--- src/rtl/cpu_load_store_unit_pkg.sv ---
// Shared definitions for the CPU load/store unit: access size codes,
// FSM state encoding and the misalignment test used by the datapath.
package cpu_load_store_unit_pkg;

  localparam logic [1:0] SIZE_BYTE    = 2'd0;
  localparam logic [1:0] SIZE_HALF    = 2'd1;
  localparam logic [1:0] SIZE_WORD    = 2'd2;
  localparam logic [1:0] SIZE_ILLEGAL = 2'd3;

  typedef enum logic [2:0] {
    LSU_IDLE  = 3'd0,
    LSU_ACC0  = 3'd1,
    LSU_GAP   = 3'd2,
    LSU_ACC1  = 3'd3,
    LSU_RESP  = 3'd4,
    LSU_DRAIN = 3'd5
  } lsu_state_e;

  // An access is split when its last byte falls past lane 3 of the first word.
  function automatic logic is_split(input logic [1:0] off, input logic [1:0] size);
    logic [3:0] span;
    span = {2'b00, off} + (4'd1 << size);
    return span > 4'd4;
  endfunction

endpackage

--- src/rtl/cpu_lsu_align.sv ---
// Lane alignment for the load/store unit: byte masks and lane-shifted store
// data for both word accesses, plus extraction and extension of load data
// from the pair of fetched words.
module cpu_lsu_align
  import cpu_load_store_unit_pkg::*;
(
  input  logic [1:0]  off,
  input  logic [1:0]  size,
  input  logic        is_unsigned,
  input  logic [31:0] wdata,
  input  logic [31:0] lo_word,
  input  logic [31:0] hi_word,
  output logic        split,
  output logic [3:0]  mask0,
  output logic [3:0]  mask1,
  output logic [31:0] data0,
  output logic [31:0] data1,
  output logic [31:0] ld_data
);

  logic [3:0]         nbytes;
  logic [7:0]         lanes;
  logic [7:0]         lanes_sh;
  logic [63:0]        pair;
  logic [31:0]        raw;
  logic signed [7:0]  byte_s;
  logic signed [15:0] half_s;
  logic signed [31:0] ext_s;

  // Masks span two words: low nibble is the first access, high nibble the second.
  always_comb begin
    nbytes   = 4'd1 << size;
    lanes    = (8'd1 << nbytes) - 8'd1;
    lanes_sh = lanes << off;
    split    = is_split(off, size);
    mask0    = lanes_sh[3:0];
    mask1    = lanes_sh[7:4];
    data0    = wdata << {off, 3'b000};
    data1    = (off == 2'd0) ? 32'd0 : (wdata >> {(3'd4 - {1'b0, off}), 3'b000});
  end

  // Load bytes start at lane off of the first word and continue into the second.
  always_comb begin
    pair    = {hi_word, lo_word};
    raw     = pair[{off, 3'b000} +: 32];
    byte_s  = raw[7:0];
    half_s  = raw[15:0];
    ext_s   = '0;
    ld_data = raw;
    unique case (size)
      SIZE_BYTE: begin
        ext_s   = byte_s;
        ld_data = is_unsigned ? {24'd0, raw[7:0]} : ext_s;
      end
      SIZE_HALF: begin
        ext_s   = half_s;
        ld_data = is_unsigned ? {16'd0, raw[15:0]} : ext_s;
      end
      default: ld_data = raw;
    endcase
  end

endmodule

--- src/rtl/cpu_load_store_unit.sv ---
// CPU load/store front end. Turns one byte/half/word load or store into one
// or two word-aligned memory transactions with byte enables, then returns
// the lane-shifted, extended load result with a one-cycle done pulse.
module cpu_load_store_unit
  import cpu_load_store_unit_pkg::*;
#(
  parameter bit SPLIT_MISALIGNED = 1'b1
) (
  input  logic        clk,
  input  logic        rst,
  input  logic        req,
  input  logic        is_store,
  input  logic [1:0]  size,
  input  logic        is_unsigned,
  input  logic [31:0] addr,
  input  logic [31:0] wdata,
  output logic [31:0] rdata,
  output logic        done,
  output logic        fault,
  output logic        mem_rd_req,
  output logic        mem_wr_req,
  output logic [31:0] mem_addr,
  output logic [31:0] mem_data_out,
  output logic [3:0]  mem_data_mask,
  input  logic [31:0] mem_data_in,
  input  logic        mem_done
);

  lsu_state_e  state, state_n;
  logic        op_store, op_uns;
  logic [1:0]  op_size;
  logic [31:0] op_addr, op_wdata;
  logic [31:0] lo_buf, hi_buf;

  logic        rd_n, wr_n, done_n, fault_n, cap_op;
  logic [31:0] addr_n, dout_n, rdata_n, lo_n, hi_n;
  logic [3:0]  mask_n;

  logic        idle, a_uns, split, bad;
  logic [1:0]  a_off, a_size;
  logic [31:0] a_wdata, lo_word, hi_word;
  logic [3:0]  mask0, mask1;
  logic [31:0] data0, data1, ld_data;

  // In IDLE the live operands drive alignment; afterwards the captured copy does.
  assign idle    = (state == LSU_IDLE);
  assign a_off   = idle ? addr[1:0]   : op_addr[1:0];
  assign a_size  = idle ? size        : op_size;
  assign a_uns   = idle ? is_unsigned : op_uns;
  assign a_wdata = idle ? wdata       : op_wdata;
  assign lo_word = (state == LSU_ACC0) ? mem_data_in : lo_buf;
  assign hi_word = (state == LSU_ACC1) ? mem_data_in : hi_buf;
  assign bad     = (a_size == SIZE_ILLEGAL) || (split && !SPLIT_MISALIGNED);

  cpu_lsu_align u_align (
    .off         (a_off),
    .size        (a_size),
    .is_unsigned (a_uns),
    .wdata       (a_wdata),
    .lo_word     (lo_word),
    .hi_word     (hi_word),
    .split       (split),
    .mask0       (mask0),
    .mask1       (mask1),
    .data0       (data0),
    .data1       (data1),
    .ld_data     (ld_data)
  );

  // Next-state and next-output logic; the bus is only re-raised once mem_done is low.
  always_comb begin
    state_n = state;
    rd_n    = mem_rd_req;
    wr_n    = mem_wr_req;
    addr_n  = mem_addr;
    dout_n  = mem_data_out;
    mask_n  = mem_data_mask;
    rdata_n = rdata;
    done_n  = 1'b0;
    fault_n = 1'b0;
    lo_n    = lo_buf;
    hi_n    = hi_buf;
    cap_op  = 1'b0;
    unique case (state)
      LSU_IDLE: begin
        if (req) begin
          cap_op = 1'b1;
          if (bad) begin
            state_n = LSU_RESP;
            done_n  = 1'b1;
            fault_n = 1'b1;
            rdata_n = '0;
          end else begin
            state_n = LSU_ACC0;
            rd_n    = !is_store;
            wr_n    = is_store;
            addr_n  = {addr[31:2], 2'b00};
            mask_n  = mask0;
            dout_n  = is_store ? data0 : '0;
          end
        end
      end
      LSU_ACC0: begin
        if (mem_done) begin
          lo_n = mem_data_in;
          rd_n = 1'b0;
          wr_n = 1'b0;
          if (split) begin
            state_n = LSU_GAP;
          end else begin
            state_n = LSU_RESP;
            done_n  = 1'b1;
            rdata_n = op_store ? '0 : ld_data;
          end
        end
      end
      LSU_GAP: begin
        if (!mem_done) begin
          state_n = LSU_ACC1;
          rd_n    = !op_store;
          wr_n    = op_store;
          addr_n  = {op_addr[31:2], 2'b00} + 32'd4;
          mask_n  = mask1;
          dout_n  = op_store ? data1 : '0;
        end
      end
      LSU_ACC1: begin
        if (mem_done) begin
          hi_n    = mem_data_in;
          rd_n    = 1'b0;
          wr_n    = 1'b0;
          state_n = LSU_RESP;
          done_n  = 1'b1;
          rdata_n = op_store ? '0 : ld_data;
        end
      end
      LSU_RESP:  state_n = mem_done ? LSU_DRAIN : LSU_IDLE;
      LSU_DRAIN: if (!mem_done) state_n = LSU_IDLE;
      default:   state_n = LSU_IDLE;
    endcase
  end

  // Control state and all visible outputs, cleared by the active-low reset.
  always_ff @(posedge clk) begin
    if (!rst) begin
      state         <= LSU_IDLE;
      mem_rd_req    <= 1'b0;
      mem_wr_req    <= 1'b0;
      mem_addr      <= '0;
      mem_data_out  <= '0;
      mem_data_mask <= '0;
      rdata         <= '0;
      done          <= 1'b0;
      fault         <= 1'b0;
    end else begin
      state         <= state_n;
      mem_rd_req    <= rd_n;
      mem_wr_req    <= wr_n;
      mem_addr      <= addr_n;
      mem_data_out  <= dout_n;
      mem_data_mask <= mask_n;
      rdata         <= rdata_n;
      done          <= done_n;
      fault         <= fault_n;
    end
  end

  // Operand copy and fetched-word buffers; only ever read after being written.
  always_ff @(posedge clk) begin
    if (cap_op) begin
      op_store <= is_store;
      op_uns   <= is_unsigned;
      op_size  <= size;
      op_addr  <= addr;
      op_wdata <= wdata;
    end
    lo_buf <= lo_n;
    hi_buf <= hi_n;
  end

endmodule

--- config.mk ---
export PLATFORM = sky130hd
export DESIGN_NAME = cpu_load_store_unit
export DESIGN_NICKNAME = d
export VERILOG_FILES = /design/src/rtl/cpu_load_store_unit_pkg.sv /design/src/rtl/cpu_lsu_align.sv /design/src/rtl/cpu_load_store_unit.sv
export SDC_FILE = /design/constraint.sdc
export NUM_CORES = 1
export LEC_CHECK = 0
export CAP_MARGIN = 25
export CORE_UTILIZATION = 31
export DETAILED_ROUTE_END_ITERATION = 6
export GPL_ROUTABILITY_DRIVEN = 0
export GPL_TIMING_DRIVEN = 0
export SLEW_MARGIN = 10
export SYNTH_ARGS = -nofsm -noshare
export SYNTH_HDL_FRONTEND = slang
export SYNTH_SLANG_ARGS = --single-unit
--- constraint.sdc ---
create_clock -name clk -period 3.5 [get_ports clk]
set_input_delay 0.525 -clock clk [delete_from_list [all_inputs] [get_ports clk]]
set_output_delay 0.525 -clock clk [all_outputs]
set_load 0.02 [all_outputs]
==> results.py <==
metrics = {
    "critical_path": {
        "cp-start-kind": "flop",
        "path_max_fanout": 8,
        "reg2reg_slack_ns": 0.16,
        "crit_type": "flop to flop",
        "crit_arrival_ns": 3.78,
        "ff2ff_path_depth": 15,
        "crit_end": "rdata[29]",
        "critPathRequiredTime_ns": 3.94,
        "reg2reg_to": "rdata[29]",
        "reg2reg_from": "state[0]",
        "endpoint_kind": "flop",
        "startpoint": "state[0]",
    },
    "timing": {
        "tightest_slew_ns": 0.891,
        "post-route-min-period_ns": 3.34,
        "hold_violations": 0,
        "fmax_mhz": 300,
        "fin_skew_ns": 0.0200,
        "drv_slew": 0,
        "tns_ns": 0,
        "worst_slack_ns": 0.161,
        "slew_headroom": 0.406,
        "min_period_over_period": 0.954,
        "setup_viol": 0,
    },
    "global_routing": {
        "antenna_found_initial": 4,
        "grt_pass1_wl_um": 61800,
        "grt_pass1_vias": 10200,
        "grt_overflow": 0,
        "grt_max_degree": 38,
        "track_usage": 0.210,
    },
    "place": {
        "place_ws_ns": -1.26,
        "hpwl_um": 31300,
        "port-buffer-count": 205,
    },
    "power": {
        "powerDensity_nw_per_um2": 647,
        "p_leak_nw": 5.55,
        "vdd_drop_max_uv": 377,
        "total_power_mw": 10.2,
    },
    "yosys": {
        "synthArstFlopShare": 0,
        "synth_area_um2": 11800,
        "yosysSeqAreaShare": 0.494,
        "yosysWarnings": 0,
        "synth.largest_area_cell": "edfxtp_1",
        "yosysUniqueCellTypes": 72,
        "synth_ff_type": "edfxtp_1",
        "synth_area_per_cell_um2": 10.1,
        "synth_edf_count": 124,
        "synth_seq_cells": 229,
        "synthTopCellsByArea": "edfxtp_1 (32%), dfxtp_1 (18%), mux2i_1 (8.4%)",
        "syn_inst": 1166,
        "synthDominantCellAreaShare": 0.316,
    },
    "clocking": {
        "cts.sinks": 229,
        "cts_root_buf": "clkbuf_16",
        "clk_path_buf_depth": 3,
        "hold_buffers": 0,
        "clkTransAtPathRegs_ns": 0.06,
        "ctsHtreeMaxLevel": 1,
        "clk_latency_ns": 0.54,
        "cts_tree": "built",
        "cts_inserted_buffers": 26,
    },
    "drt": {
        "dr.pass1.iters": 7,
        "drt_iter0_markers": 932,
        "postRouteAntennaNets": 0,
        "via_count": 10500,
        "drc_errors": 0,
        "viasPerCell": 5.39,
        "routed_wl_um": 42100,
        "wl_per_cell_um": 21.7,
    },
    "finish": {
        "multiInputGateArea_um2": 5700,
        "drive_gt1_frac": 0.110,
        "synthToLayoutAreaGrowth_pct": 33.8,
        "fillers": 3644,
        "regArea_um2": 5830,
        "nets": 1520,
    },
    "die": {
        "die_h_um": 197,
        "dieArea_um2": 38800,
        "io_pins": 208,
        "initial_core_util": 0.314,
        "die_w_um": 197,
        "std_cell_rows": 71,
        "core_um2": 37600,
    },
    "hold_path": {
        "holdCritStartpoint": "addr[0]",
        "hold_path.class": "input port to flop",
    },
    "flow_run": {
        "drv_cap": 0,
    },
    "status": {
        "status": "complete, no violations",
    },
}
==> where the power goes <==
part / switching (mW) / internal, mW
combinational: 2.61 / 1.50
clock: 1.10 / 1.64
sequential: 0.178 / 3.19
total: 3.89 / 6.32
==> what timing repair did <==
action	in CTS	in global routing
setup endpoints to repair	63	40
resized for setup	23	23
cloned	1	1
pin swaps	10	9
buffers inserted	4	9
==> layout make-up <==
| cell class | count | share of cell area |
|---|---|---|
| diodes | 2 | 0.000317 |
| plain buffers | 91 | 0.0310 |
| clock buffers | 37 | 0.0477 |
| clock inverters | 11 | 0.00658 |
| inverters | 8 | 0.00373 |
| multi-input cells | 836 | 0.361 |
| flip-flops and latches | 229 | 0.369 |
| well taps | 511 | 0.0405 |
| repair buffers | 220 | 0.140 |
==> cells in the mapped netlist (4+ instances only) <==
library cell,instances
xor2_1,12
inv_1,4
xnor2_1,14
o211ai_1,15
buf_2,23
and3_1,6
nor3_1,25
o21ai_0,49
o31ai_1,11
dfxtp_1,105
and2_1,28
o311ai_1,10
nand2_1,99
or3_1,5
o21ai_1,33
buf_4,9
o221ai_1,12
a22o_1,8
nor2b_1,30
edfxtp_1,124
a211oi_1,84
nand3_1,30
nor2_1,63
a31oi_1,13
clkbuf_1,50
o21a_1,7
nand4_1,6
mux2_2,12
and4_1,4
a21oi_1,106
buf_1,7
buf_6,7
mux2i_1,99
==> worst min path at each step <==
stage	depth (start not counted)	end	slack (ns)
3_3_place_gp	2	mem_data_mask[1]	0.44
5_1_grt	1	op_addr[0]	0.29
3_5_place_dp	2	mem_addr[10]	0.45
4_1_cts	2	mem_addr[10]	0.45
2_1_floorplan	2	mem_addr[22]	0.53
6_report	1	op_addr[0]	0.28
==> critical path, stage by stage (launching register included) <==
cell and delay, ns:
dfxtp_1 0.30, buf_4 0.17, nor3_4 0.28, buf_6 0.17
mux2_2 0.39, nor2_4 0.12, ha_4 0.13, inv_2 0.03
fa_2 0.50, nor2b_4 0.17, o31ai_4 0.08, buf_6 0.19
nor4_4 0.17, buf_4 0.18, nand4_4 0.18, o311ai_4 0.18
==> cells by family after synthesis <==
logic type,after synthesis,share of synthesized area
AO/OA/AOI/OAI,371,0.200
AND/OR/NAND/NOR,316,0.136
flip-flops,229,0.494
multiplexers,115,0.102
buffers and inverters,104,0.0433
XOR/XNOR,26,0.0193
adder cells (fa/ha/maj),4,0.00488
other,1,0.000318
==> state kept, by name, summed over array words and instances, names as in the netlist <==
register / cells
mem_data_out: 32
lo_buf: 32
op_wdata: 32
mem_data_mask: 4
op_uns: 1
op_size: 2
op_store: 1
op_addr: 32
mem_addr: 30
state: 3
mem_wr_req: 1
rdata: 32
done: 1
mem_rd_req: 1
fault: 1
hi_buf: 24
==> metal layers <==
metal,track usage,up-vias,wire length (um)
li1,-,4896,-
met3,0.0341,101,3190
met2,0.333,486,19000
met4,0.0815,4,1560
met1,0.285,5003,18300
met5,0,-,27
==> cell usage in the layout, fill, tap and decap left out, drive strengths merged, types with 4 or more instances in the layout <==
master	instances
o311ai	10
clkinv	11
nor3	27
nand4	8
nand2b	4
o221ai	12
inv	5
a22o	8
nand3	31
clkbuf	87
o31ai	11
mux2	12
nand2	100
nor2	64
mux2i	100
buf	56
clkdlybuf4s50	204
a211oi	84
and2	28
nor2b	30
dfxtp	105
o21a	7
and4	5
edfxtp	124
a21oi	106
xnor2	14
and3	6
xor2	12
o211ai	15
o21ai	82
or3	5
a31oi	13
==> through the flow <==
stage	hold WS (ns)	std cells	util	instance area (um^2)
after floorplan	0.530	1167	-	11900
after global placement	0.441	1883	0.388	14600
after detailed placement	0.445	1885	0.389	14600
after CTS	0.453	1934	0.415	15600
after global routing	0.287	1944	0.420	15800
final	0.277	1945	0.420	15800
Power figures use the tool's default switching activity.
